## config.mk

```make
export PLATFORM = sky130hd
export DESIGN_NAME = dm_access_ctrl
export DESIGN_NICKNAME = d
export VERILOG_FILES = /design/src/rtl/dm_ctrl_pkg.sv /design/src/rtl/dm_arb_sel.sv /design/src/rtl/dm_access_ctrl.sv
export SDC_FILE = /design/constraint.sdc
export NUM_CORES = 1
export LEC_CHECK = 0
export ABC_AREA = 1
export CAP_MARGIN = 20
export CORE_ASPECT_RATIO = 2
export CORE_UTILIZATION = 47
export CTS_BUF_LIST = sky130_fd_sc_hd__clkbuf_8
export DETAILED_ROUTE_END_ITERATION = 10
export GPL_TIMING_DRIVEN = 0
export PLACE_DENSITY = 0.95
export REMOVE_ABC_BUFFERS = 1
export SKIP_CTS_REPAIR_TIMING = 1
export SYNTH_ARGS = -nofsm -noshare
export SYNTH_HDL_FRONTEND = slang
export SYNTH_SLANG_ARGS = --single-unit
```

## constraint.sdc

```tcl
create_clock -name clk -period 3.8 [get_ports clk]
set_clock_uncertainty 0.05 [all_clocks]
set_input_delay 0.57 -clock clk [delete_from_list [all_inputs] [get_ports clk]]
set_output_delay 0.57 -clock clk [all_outputs]
set_load 0.01 [all_outputs]
```

## src/rtl/dm_ctrl_pkg.sv

```systemverilog
// Shared types and defaults for the data-memory access controller.
package dm_ctrl_pkg;

  typedef enum logic [1:0] {
    IDLE      = 2'd0,
    PIPE_BUSY = 2'd1,
    HOST_BUSY = 2'd2
  } dmState_e;

  localparam int unsigned DM_DATA_WIDTH     = 16;
  localparam int unsigned DM_ADDR_WIDTH     = 8;
  localparam int unsigned DM_PIPE_BURST_MAX = 4;

endpackage

```

## src/rtl/dm_arb_sel.sv

```systemverilog
// Pipe/host winner select with a starvation counter that forces the host in
// after PIPE_BURST_MAX pipe grants taken while the host was waiting.
module dm_arb_sel
  import dm_ctrl_pkg::*;
#(
  parameter int unsigned PIPE_BURST_MAX = DM_PIPE_BURST_MAX
) (
  input  logic clk,
  input  logic rst_n,
  input  logic arbEn,
  input  logic pipeReq,
  input  logic hostReq,
  output logic pipeWin_c,
  output logic hostWin_c
);

  localparam int unsigned CNT_W = $clog2(PIPE_BURST_MAX + 1);

  logic [CNT_W-1:0] starveCnt;
  logic             starved;

  assign starved   = (starveCnt == CNT_W'(PIPE_BURST_MAX));
  assign hostWin_c = hostReq & (~pipeReq | starved);
  assign pipeWin_c = pipeReq & ~hostWin_c;

  // Counts pipe grants only while the host is actually waiting.
  always_ff @(posedge clk or negedge rst_n) begin
    if (!rst_n) begin
      starveCnt <= '0;
    end else if (!hostReq) begin
      starveCnt <= '0;
    end else if (arbEn && hostWin_c) begin
      starveCnt <= '0;
    end else if (arbEn && pipeWin_c && !starved) begin
      starveCnt <= starveCnt + CNT_W'(1);
    end
  end

endmodule

```

## src/rtl/dm_access_ctrl.sv

```systemverilog
// Single-port data-memory sequencer shared by the MEM stage and a host port,
// one access outstanding, variable DM latency via dm_ready_i.
module dm_access_ctrl
  import dm_ctrl_pkg::*;
#(
  parameter int unsigned DATA_WIDTH     = DM_DATA_WIDTH,
  parameter int unsigned ADDR_WIDTH     = DM_ADDR_WIDTH,
  parameter int unsigned PIPE_BURST_MAX = DM_PIPE_BURST_MAX
) (
  input  logic                  clk,
  input  logic                  rst_n,
  input  logic                  pipe_rd_i,
  input  logic                  pipe_wr_i,
  input  logic [ADDR_WIDTH-1:0] pipe_addr_i,
  input  logic [DATA_WIDTH-1:0] pipe_wdata_i,
  output logic [DATA_WIDTH-1:0] pipe_rdata_o,
  output logic                  pipe_rvalid_o,
  output logic                  stall_MEM_WB_o,
  input  logic                  host_req_i,
  input  logic                  host_we_i,
  input  logic [ADDR_WIDTH-1:0] host_addr_i,
  input  logic [DATA_WIDTH-1:0] host_wdata_i,
  output logic                  host_gnt_o,
  output logic [DATA_WIDTH-1:0] host_rdata_o,
  output logic                  host_rvalid_o,
  output logic                  dm_rd_o,
  output logic                  dm_wr_o,
  output logic [ADDR_WIDTH-1:0] dm_addr_o,
  output logic [DATA_WIDTH-1:0] dm_wdata_o,
  input  logic [DATA_WIDTH-1:0] dm_rdata_i,
  input  logic                  dm_ready_i
);

  dmState_e state;
  logic     pipeReq;
  logic     pipeWin;
  logic     hostWin;

  assign pipeReq = pipe_rd_i | pipe_wr_i;

  // Released in the completion cycle so WB can consume pipe_rdata_o next cycle.
  assign stall_MEM_WB_o = pipeReq & ~((state == PIPE_BUSY) & dm_ready_i);

  dm_arb_sel #(
    .PIPE_BURST_MAX(PIPE_BURST_MAX)
  ) uArbSel (
    .clk      (clk),
    .rst_n    (rst_n),
    .arbEn    (state == IDLE),
    .pipeReq  (pipeReq),
    .hostReq  (host_req_i),
    .pipeWin_c(pipeWin),
    .hostWin_c(hostWin)
  );

  // Grant/issue in IDLE, hold strobes while busy, capture read data on ready.
  always_ff @(posedge clk or negedge rst_n) begin
    if (!rst_n) begin
      state         <= IDLE;
      dm_rd_o       <= 1'b0;
      dm_wr_o       <= 1'b0;
      dm_addr_o     <= '0;
      dm_wdata_o    <= '0;
      host_gnt_o    <= 1'b0;
      pipe_rvalid_o <= 1'b0;
      host_rvalid_o <= 1'b0;
      pipe_rdata_o  <= '0;
      host_rdata_o  <= '0;
    end else begin
      host_gnt_o    <= 1'b0;
      pipe_rvalid_o <= 1'b0;
      host_rvalid_o <= 1'b0;
      case (state)
        IDLE: begin
          if (hostWin) begin
            state      <= HOST_BUSY;
            host_gnt_o <= 1'b1;
            dm_wr_o    <= host_we_i;
            dm_rd_o    <= ~host_we_i;
            dm_addr_o  <= host_addr_i;
            dm_wdata_o <= host_wdata_i;
          end else if (pipeWin) begin
            // A simultaneous read and write request is issued as a write.
            state      <= PIPE_BUSY;
            dm_wr_o    <= pipe_wr_i;
            dm_rd_o    <= ~pipe_wr_i;
            dm_addr_o  <= pipe_addr_i;
            dm_wdata_o <= pipe_wdata_i;
          end
        end
        PIPE_BUSY, HOST_BUSY: begin
          if (dm_ready_i) begin
            state   <= IDLE;
            dm_rd_o <= 1'b0;
            dm_wr_o <= 1'b0;
            if (dm_rd_o) begin
              if (state == PIPE_BUSY) begin
                pipe_rdata_o  <= dm_rdata_i;
                pipe_rvalid_o <= 1'b1;
              end else begin
                host_rdata_o  <= dm_rdata_i;
                host_rvalid_o <= 1'b1;
              end
            end
          end
        end
        default: begin
          state   <= IDLE;
          dm_rd_o <= 1'b0;
          dm_wr_o <= 1'b0;
        end
      endcase
    end
  end

endmodule

```

# Word-level counts from Yosys, hierarchy flattened
# Cells that the tools add are included.
# Widths: inputs -> output; s select.
# classes
addsub	1
n_eq_ne	6
muxes	28
bitwise	12
n_reduce_logical	11
# op_table
operator	n
$mux 16	2
$mux 8	2
$mux 1	15
$mux 3	3
$reduce_and 4->1	2
$mux 2	3
$not 1->1	6
$and 1x1->1	4
$pmux 1 s2	2
$pmux 2 s2	1
$reduce_and 2->1	2
$add 3x1->3 const B	1
$eq 3x3->1 const B	1
$logic_and 1x1->1	3
$ne 3x1->1 const B	1
$ne 3x3->1 const B	1
$eq 2x1->1 const B	1
$eq 2x2->1 const B	1
$logic_not 2->1	1
$ne 2x2->1 const B	1
$or 1x1->1	2
$reduce_bool 2->1	1
$reduce_or 2->1	1
$logic_not 1->1	1
# totals
ff_bits	66
input_bits	71
out_inout_bits	62
wordCells	69

# Depth between registers and ports, before layout
# depth
depth_word	11
depth_mapped	10
ltp_nobuf	8

# Modules after synthesis
# From an unflattened synthesis, not the netlist that was laid out.
# hier_totals
cells_unflattened	377
hier_area_um2	3064.2
# modules_own_cells
mod	instances	cells_per_inst	area_each_um2	seq_area_each_um2
dm_access_ctrl	1	350	2857.7	1576.5
dm_arb_sel	1	27	206.4	75.1

# Least setup slack after synthesis
# OpenSTA, ideal clock, no wires.
# synth_path
kind	register to output
start	register state[0]
end	output port stall_MEM_WB_o
arrival_ps	845
t_required_ps	3180
path_slack_ps	2335
stages_incl_launch_ff	3
n_path_buf	0
path_cell_list	dfrtp_1 > ha_1 > a21oi_1
# synth_between
elab_chain_cells	4
# synth_rtl
item	line_no	text
from (decl)	dm_access_ctrl.sv:34	dmState_e state;
from (signal assigned)	dm_access_ctrl.sv:59	state <= IDLE;
from (signal assigned)	dm_access_ctrl.sv:76	state <= HOST_BUSY;
from (signal assigned)	dm_access_ctrl.sv:84	state <= PIPE_BUSY;
$eq 2x1->1	dm_access_ctrl.sv:42	assign stall_MEM_WB_o = pipeReq & ~((state == PIPE_BUSY) & dm_ready_i);
$and 1x1->1	dm_access_ctrl.sv:42	
$not 1->1	dm_access_ctrl.sv:42	
$and 1x1->1	dm_access_ctrl.sv:42	
to (decl)	dm_access_ctrl.sv:18	output logic stall_MEM_WB_o,
# No other way between the ends.

# Final worst setup path
# layout_path
start	input port host_req_i
end	register state[1]
# layout_between
elab_chain_cells	5
elab_cells_between_ends	7
classes_between	eq/ne: 1; mux: 2; bitwise: 3; reduce/logical: 1
# layout_rtl
item	line_no	text
from (decl)	dm_access_ctrl.sv:19	input logic host_req_i,
$and 1x1->1 (*)	dm_arb_sel.sv:23	assign hostWin_c = hostReq & (~pipeReq | starved);
$not 1->1	dm_arb_sel.sv:24	assign pipeWin_c = pipeReq & ~hostWin_c;
$and 1x1->1	dm_arb_sel.sv:24	
$ne 3x3->1 (no source line)	n/a	
$reduce_and 2->1 (no source line)	n/a	
# Every way passes the cells marked *; elsewhere a longest branch is shown, timed or not.
# A chain may end at the register's enable or synchronous reset.

==> flow_summary.json <==
{
  "reg2reg_to": "state[1]",
  "yosysWarnings": 0,
  "remaining_antenna_violation_count_after_routing": 0,
  "final_hold_violation_count": 0,
  "rr_startpoint": "state[1]",
  "starting_density_of_the_core_pct": 48.98,
  "ff2ff_path_depth": 6,
  "worst_slew_margin_rel_pct": 28.29,
  "startpoint_type": "primary input",
  "crit_path_end_kind": "flip-flop",
  "cts_root_buffer": "sky130_fd_sc_hd__clkbuf_8",
  "initial_drt_markers": 125,
  "numPortBuffers": 132,
  "postSynthCellCount": 392,
  "route.final.wire_length_um": 7677,
  "timing.critical_path.from": "host_req_i",
  "timing.critical_path.cells": "clkdlybuf4s50_1 > inv_1 > nand2_1 > nand2_2 > inv_2 > nand2_1 > o21ai_1",
  "vdd_ir_drop_max_mv": 0.3656,
  "dieArea_mm2": 0.006923,
  "unrepaired_setup_endpoints_after_global_routing": "no",
  "top_cell_family_by_delay_on_the_critical_path": "buffers and inverters",
  "n_fill_cell": 480,
  "worst_path_max_delay_cell": "sky130_fd_sc_hd__clkdlybuf4s50_1",
  "mostFrequentLayoutCells": "sky130_fd_sc_hd__clkdlybuf4s50_1, sky130_fd_sc_hd__nand2_1, sky130_fd_sc_hd__inv_1",
  "floorplan.core_area_mm2": 0.006310,
  "synth-seq-cells": 66,
  "cp_data_required_time_ns": 3.99,
  "diodes": 0,
  "layout.core_utilization_pct": 73.41,
  "first_pass_iters": 4,
  "total_power_uw": 3220,
  "area_growth_pct": 49.88,
  "worst-path-stages": 7,
  "cts-htree-levels": 3,
  "vias_per_cell": 4.857,
  "crit_arrival_ns": 3.08,
  "setup-violations-final": 0,
  "grt_pass1_wl_um": 12310,
  "timing.hold.worst.class": "in -> async",
  "tritoncts": "built",
  "clock_power_share_pct": 17.6,
  "multi_input_logic_area_mm2": 0.001052,
  "slew_violations": 0,
  "final_critical_delay_including_setup_and_external_delays_ns": 2.884,
  "setup.worst_path.class": "in -> reg",
  "netlist_area_mm2": 0.003090,
  "worstPathMaxFanout": 29,
  "worstSkewPairLatency_ns": 0.33,
  "place_hpwl_um": 5761,
  "fin_setup_tns_ns": 0,
  "leakagePower_uw": 0.002406,
  "post-route-drc-count": 0,
  "power_frac_comb_pct": 45.2,
  "cap_viol_max_count": 0,
  "globalRouteOverflowTotal": 0,
  "layout_commonest_cell": "sky130_fd_sc_hd__clkdlybuf4s50_1",
  "fmaxAchievable_mhz": 346.8,
  "run_status": "complete, no violations",
  "die_span_in_x_um": 59.34,
  "top_level_ports": 133,
  "sw_pwr_uw": 1113,
  "dieHeight_um": 116.7,
  "period_share_pct": 75.88,
  "wl_per_cell_um": 12.61,
  "cp_common_cell": "sky130_fd_sc_hd__nand2_1",
  "timing.critical_path.buf_inv": 3,
  "power.switching_fraction_pct": 34.57,
  "final_nets": 594,
  "crit_path_max_incr_delay_ns": 1.18,
  "syn_area_per_cell_um2": 7.884,
  "postPlaceCellArea_mm2": 0.004434,
  "worst_setup_path_endpoint": "state[1]",
  "grt_max_degree": 67,
  "grt_pass1_vias": 3002,
  "sequential_cell_area_mm2": 0.001652,
  "tightestPinTransition_ns": 1.072,
  "clkSlewWorstSetupHoldPaths_ns": 0.06,
  "rows": 41,
  "power_report.internal_total_uw": 2107,
  "gp_congestion": 0.8472,
  "groute.usage.overall_pct": 23.76,
  "numCtsBuffers": 9,
  "detailroute.via_count": 2958,
  "powerDensity_mw_per_mm2": 695.3,
  "tritoncts_num_sinks": 66,
  "clockBufferDepth": 2,
  "layout.cell_area.non_filler_mm2": 0.004632,
  "drive_above_1_share_pct": 3.824,
  "distinct_cell_type_count_of_the_synthesized_netlist": 19,
  "ff2ff_setup_slack_ns": 1.76,
  "sequential_share_of_the_synthesized_area_pct": 53.44,
  "seq_power_share_pct": 37.2,
  "grt_antenna_before_repair": 0
}
-- worst min path at each step --
stage                                  end  depth (start not counted)      startpoint
after floorplan               dm_addr_o[0]                          0           rst_n
after global placement       dm_wdata_o[5]                          2   dm_wdata_o[5]
after detailed placement    dm_wdata_o[10]                          2  dm_wdata_o[10]
after CTS                    host_rvalid_o                          1           rst_n
after global routing      host_rdata_o[10]                          1           rst_n
final                      pipe_rdata_o[2]                          1           rst_n
-- flip-flops by register name, summed over array words and instances (netlist names) --
| signal | count |
|---|---|
| dm_addr_o | 8 |
| uArbSel.starveCnt | 3 |
| dm_rd_o | 1 |
| host_gnt_o | 1 |
| pipe_rdata_o | 16 |
| state | 2 |
| host_rvalid_o | 1 |
| dm_wdata_o | 16 |
| pipe_rvalid_o | 1 |
| dm_wr_o | 1 |
| host_rdata_o | 16 |
-- cells by family (layout without fill, tap and decap cells) --
kind of cell / count (synthesis) / after routing / synth area share (%)
compound gates: 38 / 38 / 6.518
xor+xnor: 1 / 1 / 0.2835
fa+ha+maj: 5 / 5 / 2.024
buf+inv: 95 / 226 / 12.51
flops: 66 / 66 / 53.44
simple gates: 187 / 187 / 25.22
-- area by class of cell --
class | count | share of cell area (%)
well taps | 86 | 2.323
multi-input cells | 231 | 22.72
clock inverters | 5 | 0.9995
repair buffers | 133 | 28.80
clock buffers | 11 | 3.269
inverters | 77 | 6.240
flip-flops and latches | 66 | 35.66
-- through the flow --
step	setup WS, ns	std cells	hold slack (ns)
5_1_grt	0.7089	609	0.3483
3_5_place_dp	0.5645	593	0.4149
3_3_place_gp	0.06744	592	0.4138
6_report	0.9164	609	0.2682
2_1_floorplan	1.999	374	0.2244
4_1_cts	0.9512	609	0.2916
-- synthesized netlist by cell type, drive strengths merged --
library cell | count | area [um2]
buf | 10 | 67.56
nand2 | 124 | 470.5
xnor2 | 1 | 8.760
inv | 77 | 289.0
clkbuf | 8 | 30.03
nor2 | 7 | 26.28
nand3 | 54 | 270.3
nand4 | 1 | 6.260
dfrtp | 66 | 1652
a21oi | 2 | 10.01
or2 | 1 | 6.260
ha | 5 | 62.56
o21ai | 36 | 191.4
-- power groups by stage --
stage	Combinational, uW	Sequential (uW)	Clock (uW)
final	1460	1200	567
after detailed placement	1470	1200	0
after global routing	1600	1240	608
after floorplan	472	1330	0
after CTS	1480	1200	584
after global placement	1400	1190	0
-- worst reg2reg max path, cell delays in order, from the launching register on --
cell and delay (ns):
sky130_fd_sc_hd__dfrtp_1 0.39, sky130_fd_sc_hd__inv_1 0.10, sky130_fd_sc_hd__ha_1 0.27, sky130_fd_sc_hd__nand2_2 0.36, sky130_fd_sc_hd__inv_2 0.51, sky130_fd_sc_hd__nand2_1 0.12, sky130_fd_sc_hd__o21ai_1 0.15
-- metal layers --
metal  global-route usage, %  vias up  wire (um)
met5                       0        -          0
met4                   17.62        0        321
met3                   3.212       26        357
met2                   44.19      121       4238
met1                   22.40     1373       2759
li1                        -     1438          -
Power figures use the tool's default switching activity.
